File: config.mk
export PLATFORM = sky130hd
export DESIGN_NAME = load_store_unit
export DESIGN_NICKNAME = d
export VERILOG_FILES = /design/src/rtl/load_store_unit.sv
export SDC_FILE = /design/constraint.sdc
export NUM_CORES = 1
export LEC_CHECK = 0
export BUFFER_PORTS_ARGS = -buffer_cell sky130_fd_sc_hd__clkbuf_2
export CORE_UTILIZATION = 50
export CTS_CLUSTER_DIAMETER = 50
export CTS_CLUSTER_SIZE = 14
export DETAILED_ROUTE_END_ITERATION = 7
export PLACE_DENSITY = 0.85
export SLEW_MARGIN = 5
export SYNTH_ARGS = -nofsm -noshare
export SYNTH_HDL_FRONTEND = slang
export SYNTH_SLANG_ARGS = --single-unit
File: constraint.sdc
create_clock -name clk -period 4.7 [get_ports clk]
set_clock_uncertainty 0.05 [all_clocks]
set_input_delay 0.705 -clock clk [delete_from_list [all_inputs] [get_ports clk]]
set_output_delay 0.705 -clock clk [all_outputs]
set_load 0.03 [all_outputs]
File: src/rtl/load_store_unit.sv
// Load/store front end between execute stage and word-addressed data memory.
// Byte/half/word loads (sign/zero extended) and stores (sub-word via read-modify-write).
// Ports: clk, rst (sync, active-low); req_* request channel (valid/ready);
//   resp_* one-cycle completion; mem_* strobe/rdy memory handshake.
// Option: define LSU_TIMEOUT_EN to bound wait states by TIMEOUT cycles.
module load_store_unit #(
   parameter int MEM_WORDS = 4029,
   parameter int TIMEOUT   = 64
) (
   input  logic        clk,
   input  logic        rst,
   input  logic        req_valid,
   output logic        req_ready,
   input  logic        req_we,
   input  logic [1:0]  req_size,
   input  logic        req_unsigned,
   input  logic [31:0] req_addr,
   input  logic [31:0] req_wdata,
   output logic        resp_valid,
   output logic [31:0] resp_rdata,
   output logic        resp_err,
   output logic        mem_re,
   output logic        mem_we,
   output logic [31:0] mem_address,
   output logic [31:0] mem_data_w,
   input  logic [31:0] mem_data_r,
   input  logic        mem_rdy
);

   typedef enum logic [2:0] {
      S_IDLE, S_RD, S_RD_WAIT, S_WR, S_WR_WAIT, S_RESP
   } state_t;

   state_t      r_state;
   state_t      w_next;
   logic        r_we;
   logic        r_uns;
   logic [1:0]  r_size;
   logic [1:0]  r_lane;
   logic [15:0] r_wdata;
   logic        w_accept;
   logic        w_req_err;
   logic        w_tmo;
   logic        w_wait;
   logic [7:0]  w_byte;
   logic [15:0] w_half;
   logic [31:0] w_ext;
   logic [31:0] w_merge;
   logic        w_resp_err;
   logic [31:0] w_resp_rdata;

   assign w_accept  = req_valid & req_ready;
   assign w_wait    = (r_state == S_RD_WAIT) || (r_state == S_WR_WAIT);
   assign w_req_err = (req_size == 2'b11)
                    | ((req_size == 2'b01) & req_addr[0])
                    | ((req_size == 2'b10) & (req_addr[1:0] != 2'b00))
                    | ({2'b00, req_addr[31:2]} >= 32'(MEM_WORDS));

`ifdef LSU_TIMEOUT_EN
   logic [31:0] r_cnt;

   // Counts cycles spent in the current wait state; zero on entry.
   always_ff @(posedge clk) begin
      if (!rst) r_cnt <= '0;
      else if (w_wait) r_cnt <= r_cnt + 32'd1;
      else r_cnt <= '0;
   end

   assign w_tmo = w_wait && !mem_rdy && (r_cnt >= 32'(TIMEOUT - 1));
`else
   assign w_tmo = 1'b0;
`endif

   // State register
   always_ff @(posedge clk) begin
      if (!rst) r_state <= S_IDLE;
      else r_state <= w_next;
   end

   // Next-state logic
   always_comb begin
      w_next = r_state;
      unique case (r_state)
         S_IDLE: begin
            if (w_accept) begin
               if (w_req_err) w_next = S_RESP;
               else if (req_we && req_size == 2'b10) w_next = S_WR;
               else w_next = S_RD;
            end
         end
         S_RD:      w_next = S_RD_WAIT;
         S_RD_WAIT: begin
            if (mem_rdy) w_next = r_we ? S_WR : S_RESP;
            else if (w_tmo) w_next = S_RESP;
         end
         S_WR:      w_next = S_WR_WAIT;
         S_WR_WAIT: begin
            if (mem_rdy || w_tmo) w_next = S_RESP;
         end
         S_RESP:    w_next = S_IDLE;
         default:   w_next = S_IDLE;
      endcase
   end

   // Output logic: next values for the registered outputs
   always_comb begin
      w_byte  = mem_data_r[{r_lane, 3'b000} +: 8];
      w_half  = mem_data_r[{r_lane[1], 4'b0000} +: 16];
      w_ext   = mem_data_r;
      w_merge = mem_data_r;
      unique case (r_size)
         2'b00: w_ext = r_uns ? {24'b0, w_byte}
                              : {{24{w_byte[7]}}, w_byte};
         2'b01: w_ext = r_uns ? {16'b0, w_half}
                              : {{16{w_half[15]}}, w_half};
         default: w_ext = mem_data_r;
      endcase
      if (r_size == 2'b00)
         w_merge[{r_lane, 3'b000} +: 8] = r_wdata[7:0];
      else
         w_merge[{r_lane[1], 4'b0000} +: 16] = r_wdata;
      w_resp_err   = 1'b0;
      w_resp_rdata = '0;
      if (r_state == S_IDLE && w_accept && w_req_err) w_resp_err = 1'b1;
      if (r_state == S_RD_WAIT && mem_rdy && !r_we) w_resp_rdata = w_ext;
      if (w_tmo) w_resp_err = 1'b1;
   end

   // Registered outputs and latched request fields
   always_ff @(posedge clk) begin
      if (!rst) begin
         req_ready   <= 1'b1;
         resp_valid  <= 1'b0;
         resp_err    <= 1'b0;
         resp_rdata  <= '0;
         mem_re      <= 1'b0;
         mem_we      <= 1'b0;
         mem_address <= '0;
         mem_data_w  <= '0;
         r_we        <= 1'b0;
         r_uns       <= 1'b0;
         r_size      <= 2'b00;
         r_lane      <= 2'b00;
         r_wdata     <= '0;
      end else begin
         req_ready  <= (w_next == S_IDLE);
         mem_re     <= (w_next == S_RD) || (w_next == S_RD_WAIT);
         mem_we     <= (w_next == S_WR) || (w_next == S_WR_WAIT);
         resp_valid <= (w_next == S_RESP);
         resp_err   <= w_resp_err;
         resp_rdata <= w_resp_rdata;
         if (w_accept) begin
            r_we        <= req_we;
            r_uns       <= req_unsigned;
            r_size      <= req_size;
            r_lane      <= req_addr[1:0];
            r_wdata     <= req_wdata[15:0];
            mem_address <= {2'b00, req_addr[31:2]};
            if (req_we && req_size == 2'b10) mem_data_w <= req_wdata;
         end
         // Sub-word store: merge into the word just read
         if (r_state == S_RD_WAIT && mem_rdy && r_we) mem_data_w <= w_merge;
      end
   end

endmodule

Word-level counts from Yosys, hierarchy flattened:

Index checks and enable logic that the tools add are counted.

* logic and storage cells: 76
* bits in registers: 124
* output and inout port bits: 101

* bitwise operators: 6
* add/subtract/negate cells: 2
* eq/ne operators: 13
* shift operators: 6
* reduce and logical (&&, ||, !) cells: 17
* order comparisons: 1
* muxes and demuxes: 17

Operators by type and width (count)
* $mux 32: 6
* $bwmux 32: 2
* $pmux 32 s2: 1
* $shift 16x7->32 const A: 1
* $shift 8x7->32 const A: 1
* $shiftx 16x7->32: 1
* $shiftx 32x6->16: 1
* $shiftx 32x6->8: 1
* $shiftx 8x7->32: 1
* $ge 30x12->1 const B: 1
* $mux 3: 5
* $pmux 3 s5: 1
* $neg 5->7: 2
* $eq 3x2->1 const B: 4
* $eq 3x3->1 const B: 3
* $eq 3x1->1 const B: 2
* $logic_and 1x1->1: 6
* $logic_not 3->1: 2
* $reduce_bool 2->1: 3
* $eq 2x1->1 const B: 2
* $eq 2x2->1 const B: 2
* $reduce_and 2->1: 2
* $and 1x1->1: 3
* $or 1x1->1: 3
* 5 further kinds: 6

Logic depth before layout (Yosys ltp):

Gate-level depths: netlist of the first run.

* depth in word-level cells: 10
* gate-level depth with buffers: 7
* gate-level depth less buffers: 6

Worst setup path before layout of the first run:

Ideal clock, no wire load.

* path type: input to register
* start point: input port req_valid
* end point: register mem_data_w[14]
* stages on the path: 7
* setup time: 138 ps
* data required time: 4512 ps
* setup slack: 2694 ps
* data arrival time: 1819 ps
* path through: and2_1 > buf_2 > nand4b_2 > buf_2 > mux2_2 > nor2_1 > a211oi_1

* word-level cells in the longest chain between the ends: 3

Ends and longest elaborated chain
* from (decl): RTL line 12 `input logic req_valid,`
* $and 1x1->1: RTL line 52 `assign w_accept = req_valid & req_ready;`
* $reduce_bool 2->1 (no line)
* $reduce_and 2->1 (no line)
* to (signal assigned): RTL line 159 `if (req_we && req_size == 2'b10) mem_data_w <= req_wdata;`
* to (signal assigned): RTL line 162 `if (r_state == S_RD_WAIT && mem_rdy && r_we) mem_data_w <= w_merge;`
* to (decl): RTL line 25 `output logic [31:0] mem_data_w,`

Every way passes these cells.
A chain may end at the register's enable or synchronous reset.

Worst setup path in the final report of the first run:

* start point: register r_size[0]
* end point: register mem_data_w[9]

* word-level cells in the longest chain between the ends: 3

Ends and longest elaborated chain
* from (decl): RTL line 38 `logic [1:0] r_size;`
* from (signal assigned): RTL line 155 `r_size <= req_size;`
* $logic_not 2->1: RTL line 118 `if (r_size == 2'b00)`
* $mux 32: RTL line 118
* $mux 32: RTL line 162

Every way passes these cells.

==> parameters.txt, run 1 <==
Parameter                              Value

Status
  Run status    finished with violations
  Failing checks    DRC

Final layout
  Post-route standard cell area excluding fillers    0.00722 mm^2
  Final core utilization    0.666
  Area of combinational cells with multiple inputs    0.00284 mm^2
  Final net count    933
  Signed area change from the synthesized netlist to the final layout    29.3%
  Fill count    just over 900
  Register area    between 0.002 and 0.0025 mm^2
  Final non-filler cell total    977
  Diode count    0
  Fraction of final layout cells sized beyond drive strength 1    0.337

Clock tree
  Num Clock Sinks    roughly 120
  Cell chosen for the clock root    sky130_fd_sc_hd__clkbuf_8
  Maximum count of clock buffers along a single path    2
  Clk pin slew, worst setup/hold paths    60 ps
  Clock buffers created by TritonCTS    17
  Number of setup buffers added after CTS    0
  Clock latency at the later pin of the worst-skew pair    510 ps
  Cts repair resizes    0
  Clock tree from TritonCTS    yes
  Hold buffer count at cts    0
  CTS H-tree lvls    4

Setup path
  Standard cell with the maximum stage delay on the critical path    sky130_fd_sc_hd__dfxtp_1
  Longest individual stage delay on the worst path    730 ps
  Number of cells on the worst reg-to-reg path    5
  Startpoint kind of the worst setup timing path    flip-flop
  Buf+Inv Stages, Crit Path    0
  Endpoint class of the critical path    flip-flop
  Cells along the critical path    nor2_4 > nor2_1 > a21oi_1 > a222oi_1 > a211oi_1
  Worst EP arrival    between 2000 and 3000 ps
  Maximum fanout encountered on the critical timing path    16
  Worst setup path class    reg -> reg
  Critical path data required time    ~5000 ps
  Logic depth of the worst setup path including buffers    5
  Worst setup slack for register-to-register paths    2010 ps
  Largest delay share family, worst path    compound AO/OA/AOI/OAI gates

Timing
  Worst-Margin Slew    between 1000 and 1500 ps
  Highest achievable clock rate    approximately 370 MHz
  Min Tclk post-route    2690 ps
  Worst-case headroom to the max-slew limit    0.286
  Unrepaired setup endpoints after global routing    false
  Share of the clock period used by the worst path    0.573
  Final worst hold slack    381 ps
  Final Hold Vio Count    0
  Setup TNS    0 ps
  Final slew viol count    0
  Setup Viol. Count Final    0
  Final setup margin    2010 ps

Yosys
  Number of enable-type register cells in the synthesized netlist    0
  Combined area of all synthesized cells    roughly 0.0056 mm^2
  Most frequently used flop master after synthesis    sky130_fd_sc_hd__dfxtp_1
  Synth area leader    sky130_fd_sc_hd__dfxtp_1
  Proportion of synthesized flip-flops having asynchronous set or reset    0
  Number of distinct library cell variants in the gate-level netlist after synthesis    53
  FF+latch count, synth    around 120
  Area share of the largest cell type after synthesis    0.445
  Fraction of the yosys area taken by sequential cells    0.445
  Syn Inst Count    644
  Synth Area per Inst    8.67 um^2
  Warning count from the yosys run    0
  Area contributors post-synth    sky130_fd_sc_hd__dfxtp_1 (44%), sky130_fd_sc_hd__nand2_1 (9.3%), sky130_fd_sc_hd__a21oi_1 (7.2%)

Drt
  Final routed wirelength across all metal layers    between 15000 and 20000 um
  Number of DRC violations after detailed routing    10
  Post-detailed-route wirelength per cell    17.0 um
  Length of the first detailed-routing pass in iterations    8
  Residual antenna-violating net count after detailed routing    0
  Initial drt markers    607
  Vias per cell    about 5.7
  Via total after detailed routing    ~5600

GRT
  Leftover overflow at the end of global routing    0
  Antenna violations before repair    0
  Vias in the first global route    around 4900
  Wire length of the first global-routing pass    25200 um
  Maximum number of pins on one net before global-route repair    between 50 and 60
  Overall fraction of global-route tracks in use    0.284

Place
  Last weighted congestion value of the routability-driven placer    0.910
  Worst slack after detailed placement    between 1500 and 2000 ps
  Half-perimeter wire length after detailed placement    11600 um
  Post-placement cell count    approximately 950
  Cell area reported after detailed placement    0.00662 mm^2
  Port-buffer cells    around 200

Flow run
  Reported max-cap violation count    0

Floorplanning
  Core Box Area    roughly 0.011 mm^2
  X dimension of the die    108 um
  Ports placed on the boundary    around 210
  Standard-cell row count    38
  Die footprint    about 0.012 mm^2
  Starting Density    0.515
  Die Span Y    approximately 110 um

Hold path
  Cells on Worst Hold Path    3
  Class of the tightest hold or removal check    in -> reg

Pwr
  Areal power density over the cells    between 400 and 500 mW/mm^2
  Total leakage power    around 3.2 nW
  Overall power of the completed layout    ~3.3 mW
  Maximum vdd ir drop    240 uV
-- layout by cell type, fill, tap and decap left out, types with 4 or more instances in the layout --
cell,n
sky130_fd_sc_hd__a2bb2oi_1,9
sky130_fd_sc_hd__clkbuf_2,202
sky130_fd_sc_hd__dfxtp_1,124
sky130_fd_sc_hd__o21ai_0,10
sky130_fd_sc_hd__nand2_1,138
sky130_fd_sc_hd__a21oi_1,80
sky130_fd_sc_hd__nor3_1,9
sky130_fd_sc_hd__mux2i_1,18
sky130_fd_sc_hd__clkinvlp_4,4
sky130_fd_sc_hd__mux2_2,22
sky130_fd_sc_hd__ha_1,5
sky130_fd_sc_hd__buf_4,8
sky130_fd_sc_hd__inv_1,13
sky130_fd_sc_hd__nor2_1,42
sky130_fd_sc_hd__a211oi_1,33
sky130_fd_sc_hd__nor4_1,4
sky130_fd_sc_hd__clkinv_4,5
sky130_fd_sc_hd__clkbuf_16,16
sky130_fd_sc_hd__a221oi_1,23
sky130_fd_sc_hd__a222oi_1,16
-- synthesized netlist by cell type (3+ instances only) --
| library cell | number |
|---|---|
| sky130_fd_sc_hd__nor2_1 | 42 |
| sky130_fd_sc_hd__nand2_1 | 138 |
| sky130_fd_sc_hd__nand3b_1 | 3 |
| sky130_fd_sc_hd__mux2_1 | 3 |
| sky130_fd_sc_hd__nor4_1 | 5 |
| sky130_fd_sc_hd__buf_4 | 3 |
| sky130_fd_sc_hd__mux2_2 | 22 |
| sky130_fd_sc_hd__buf_2 | 11 |
| sky130_fd_sc_hd__clkbuf_1 | 29 |
| sky130_fd_sc_hd__a21oi_1 | 80 |
| sky130_fd_sc_hd__a222oi_1 | 16 |
| sky130_fd_sc_hd__a221oi_1 | 23 |
| sky130_fd_sc_hd__buf_1 | 6 |
| sky130_fd_sc_hd__ha_1 | 5 |
| sky130_fd_sc_hd__mux2i_1 | 18 |
| sky130_fd_sc_hd__inv_1 | 13 |
| sky130_fd_sc_hd__a211oi_1 | 33 |
| sky130_fd_sc_hd__nor3_1 | 9 |
| sky130_fd_sc_hd__o21ai_0 | 10 |
| sky130_fd_sc_hd__nand4_1 | 3 |
| sky130_fd_sc_hd__a2bb2oi_1 | 9 |
| sky130_fd_sc_hd__dfxtp_1 | 124 |
| sky130_fd_sc_hd__and2_1 | 3 |
-- layout make-up --
type,instances,share of cell area
Multi-Input combinational cell,457,0.393
Inverter,14,0.00728
Clock buffer,19,0.0598
Tap cell,140,0.0243
Sequential cell,124,0.344
Clock inverter,13,0.0234
Timing Repair Buffer,210,0.148
-- metal layers --
metal  global-route usage  vias to the layer above  part of all wire
met5                    0                        -                 0
met4               0.0939                        0             0.020
met3               0.0611                       35             0.086
met2                0.463                      284              0.48
met1                0.371                     2560              0.41
li1                     -                     2685                 -
-- registers in the layout, summed over array words and instances, names as in the netlist, 2 cells and up --
signal	flops
mem_address	30
mem_data_w	32
r_lane	2
r_size	2
r_state	3
r_wdata	16
resp_rdata	32
-- worst paths after layout --
check | to | from
setup / recovery | mem_data_w[9] | r_size[0]
hold / removal | mem_address[23] | req_addr[25]
setup reg to reg | mem_data_w[9] | r_size[0]
hold reg to reg | mem_address[10] | mem_address[10]
-- power breakdown --
group	switching, mW	internal, mW	leakage [nW]	total [mW]
logic	0.536	0.262	1.90	0.798
registers	0.0897	1.15	1.01	1.24
clock network	0.481	0.824	0.280	1.30
total	1.11	2.24	3.19	3.34
-- worst register-to-register path, delay by kind of cell, from the launching register on --
| kind | cells | cell delay (ps) |
|---|---|---|
| simple gates | 2 | 790 |
| compound gates | 3 | 950 |
| flops | 1 | 730 |
-- cells by family (layout without fill, tap and decap cells) --
logic type / count (synthesis) / count (layout) / synth area share
other: 1 / 2 / 0.000672
flip-flops: 124 / 124 / 0.445
AND/OR/NAND/NOR: 217 / 217 / 0.169
adder cells (fa/ha/maj): 5 / 5 / 0.0112
multiplexers: 43 / 43 / 0.0827
AO/OA/AOI/OAI: 190 / 190 / 0.243
buffers and inverters: 64 / 256 / 0.0488
Note: power is estimated with default switching activity, not from simulation.
==> run 2, diff against run 1 <==
- clock period: 4.7 -> 2.6 ns (I/O delays scaled with it)
==> run 2 against run 1 <==
- the run now ends clean
- cell area grew 1.5%
- routed wire length grew 4.0%
- first-iteration DRC count shrank 14%
- fmax grew 18%
- worst hold slack lost 330 ps
- final cell count grew 0.72%
- sequential power grew 81%
- global-route usage grew 1.6 points
- critical path depth is the same
- flip-flop and latch count is the same
- power grew 86%
- highest routed layer unchanged
==> parameters.txt, run 2 (synthesis gave the netlist of run 1 again) <==
Parameter                              Value

Drt
  Post-detailed-route wirelength per cell    17.5 um (+3.3%)
  Initial drt markers    523 (-14%)
  Via total after detailed routing    5692 (+2.3%)
  Final routed wirelength across all metal layers    17300 um (+4.0%)
  Residual antenna-violating net count after detailed routing    0 (unchanged)
  Vias per cell    5.78 (+1.6%)
  Number of DRC violations after detailed routing    0 (-10)
  Length of the first detailed-routing pass in iterations    8 (unchanged)

Flow run
  Reported max-cap violation count    0 (unchanged)

Floorplanning
  X dimension of the die    108 um (unchanged)
  Standard-cell row count    38 (unchanged)
  Core Box Area    0.0108 mm^2 (unchanged)
  Ports placed on the boundary    205 (unchanged)
  Starting Density    0.515 (unchanged)
  Die Span Y    108 um (unchanged)
  Die footprint    0.0116 mm^2 (unchanged)

Hold path
  Class of the tightest hold or removal check    in -> reg
  Origin of the worst min-delay path    req_unsigned

GRT
  Overall fraction of global-route tracks in use    0.300 (+0.0164)
  Vias in the first global route    5290 (+7.4%)
  Maximum number of pins on one net before global-route repair    54 (-8.5%)
  Leftover overflow at the end of global routing    0 (unchanged)
  Antenna violations before repair    0 (unchanged)
  Wire length of the first global-routing pass    26800 um (+6.5%)

Timing
  Worst-Margin Slew    1130 ps (+63.8 ps)
  Highest achievable clock rate    440 MHz (+18%)
  Setup Viol. Count Final    0 (unchanged)
  Final slew viol count    0 (unchanged)
  Setup TNS    0 ps (unchanged)
  Final setup margin    326 ps (-1680 ps)
  Worst-case headroom to the max-slew limit    0.244 (-0.0426)
  Min Tclk post-route    2270 ps (-417 ps)
  Final Hold Vio Count    0 (unchanged)
  Unrepaired setup endpoints after global routing    false
  Share of the clock period used by the worst path    0.874 (+0.302)

Final layout
  Leading cell types in the layout, fill and taps excluded    sky130_fd_sc_hd__clkbuf_2 (202), sky130_fd_sc_hd__nand2_1 (138), sky130_fd_sc_hd__dfxtp_1 (124), sky130_fd_sc_hd__a21oi_1 (80), sky130_fd_sc_hd__nor2_1 (42)
  Fraction of final layout cells sized beyond drive strength 1    0.344 (+0.00668)
  Fill count    886 (-3.6%)
  Biggest regs    mem_data_w (32), resp_rdata (32), mem_address (30)
  Commonest non-fill, non-tap cell in the layout    sky130_fd_sc_hd__clkbuf_2
  Register area    0.00248 mm^2 (unchanged)
  Diode count    0 (unchanged)
  Area of combinational cells with multiple inputs    0.00284 mm^2 (unchanged)
  Signed area change from the synthesized netlist to the final layout    31.2%
  Final net count    940 (+0.75%)

Pwr
  Maximum vdd ir drop    473 uV (+97%)
  Total leakage power    3.25 nW (+2.0%)
  Proportion of power drawn by the clock network    0.402 (+0.012)
  Cell internal pwr    4.19 mW (+87%)
  Register share of total power    0.360 (-0.011)
  Areal power density over the cells    848 mW/mm^2 (+83%)
  Overall power of the completed layout    6.22 mW (+86%)
  Switching power    2.03 mW (+83%)
  Switching Share    0.326 (-0.00462)
  Combinational cell fraction of total power    0.239 (about the same)

Status
  Run status    completed

Setup path
  Maximum fanout encountered on the critical timing path    16 (unchanged)
  Worst setup path class    reg -> reg
  Reg2reg start    r_size[0]
  Worst EP arrival    2590 ps (-380 ps)
  Endpoint class of the critical path    flip-flop
  Startpoint kind of the worst setup timing path    flip-flop
  Critical path data required time    2920 ps (-2060 ps)
  Crit. Startpoint    r_size[0]

Clock tree
  Clk pin slew, worst setup/hold paths    60 ps (about the same)
  Maximum count of clock buffers along a single path    2 (unchanged)
  Hold buffer count at cts    0 (unchanged)
  Cell chosen for the clock root    sky130_fd_sc_hd__clkbuf_8
  Clock tree from TritonCTS    yes
  Clock buffers created by TritonCTS    17 (unchanged)
  CTS H-tree lvls    4 (unchanged)
  Cts repair resizes    0 (unchanged)
  Num Clock Sinks    124 (unchanged)
  Clock latency at the later pin of the worst-skew pair    510 ps (about the same)
  Number of setup buffers added after CTS    0 (unchanged)

Place
  Last weighted congestion value of the routability-driven placer    0.868 (-4.6%)
  Worst slack after detailed placement    458 ps (-1430 ps)
  Port-buffer cells    202 (unchanged)
  Half-perimeter wire length after detailed placement    12200 um (+5.0%)
-- run 2: cell types whose count changed in the layout (fill, tap and decap cells not counted), sizes merged --
cell	delta
bufinv	+1
inv	+3
clkinv	-3
clkinvlp	-1
buf	+7
-- run 2: final cells by class --
cell class,instances,share of cell area
clock inverter,13,0.0256
inverter,14,0.00717
sequential,124,0.339
multi-input combinational,457,0.388
tap,140,0.0239
timing repair buffer,217,0.157
clock buffer,19,0.0603
-- run 2: worst max-delay path, stage by stage, from the launching register on --
cell and delay [ps]:
sky130_fd_sc_hd__dfxtp_1 740, sky130_fd_sc_hd__nor2_4 140, sky130_fd_sc_hd__nor2_1 320, sky130_fd_sc_hd__a21oi_1 220
sky130_fd_sc_hd__a222oi_1 520, sky130_fd_sc_hd__a211oi_1 130
-- run 2: path summary, 6_finish.rpt --
kind                                         to  slack (ps)  cells past startpoint
worst max register to register   mem_data_w[30]         330                      5
worst max-delay path             mem_data_w[30]         330                      5
worst min register to register  mem_address[29]         400                      2
worst min-delay path                      r_uns          50                      3
-- run 2: per-stage QoR --
step	cell area (um^2)	hold WS, ps	instances	utilization
after global placement	6700	392	952	0.618
after global routing	7330	53.7	984	0.676
after detailed placement	6700	396	952	0.618
after CTS	7330	34.1	984	0.676
final	7330	51.4	984	0.676
after floorplan	5590	399	645	-
-- run 2: power by group through the flow --
stage	clock network [mW]	logic, mW	registers (mW)
2_1_floorplan	0	0.818	2.45
3_3_place_gp	0	1.44	2.27
3_5_place_dp	0	1.45	2.27
4_1_cts	2.52	1.47	2.23
5_1_grt	2.61	1.61	2.26
6_report	2.50	1.48	2.24
-- run 2: metal layers --
metal,vias to the layer above,part of all wire,global-route usage
met2,301,0.48,0.485
li1,2709,-,-
met4,0,0.033,0.131
met1,2629,0.40,0.379
met3,53,0.085,0.0745
met5,-,0,0
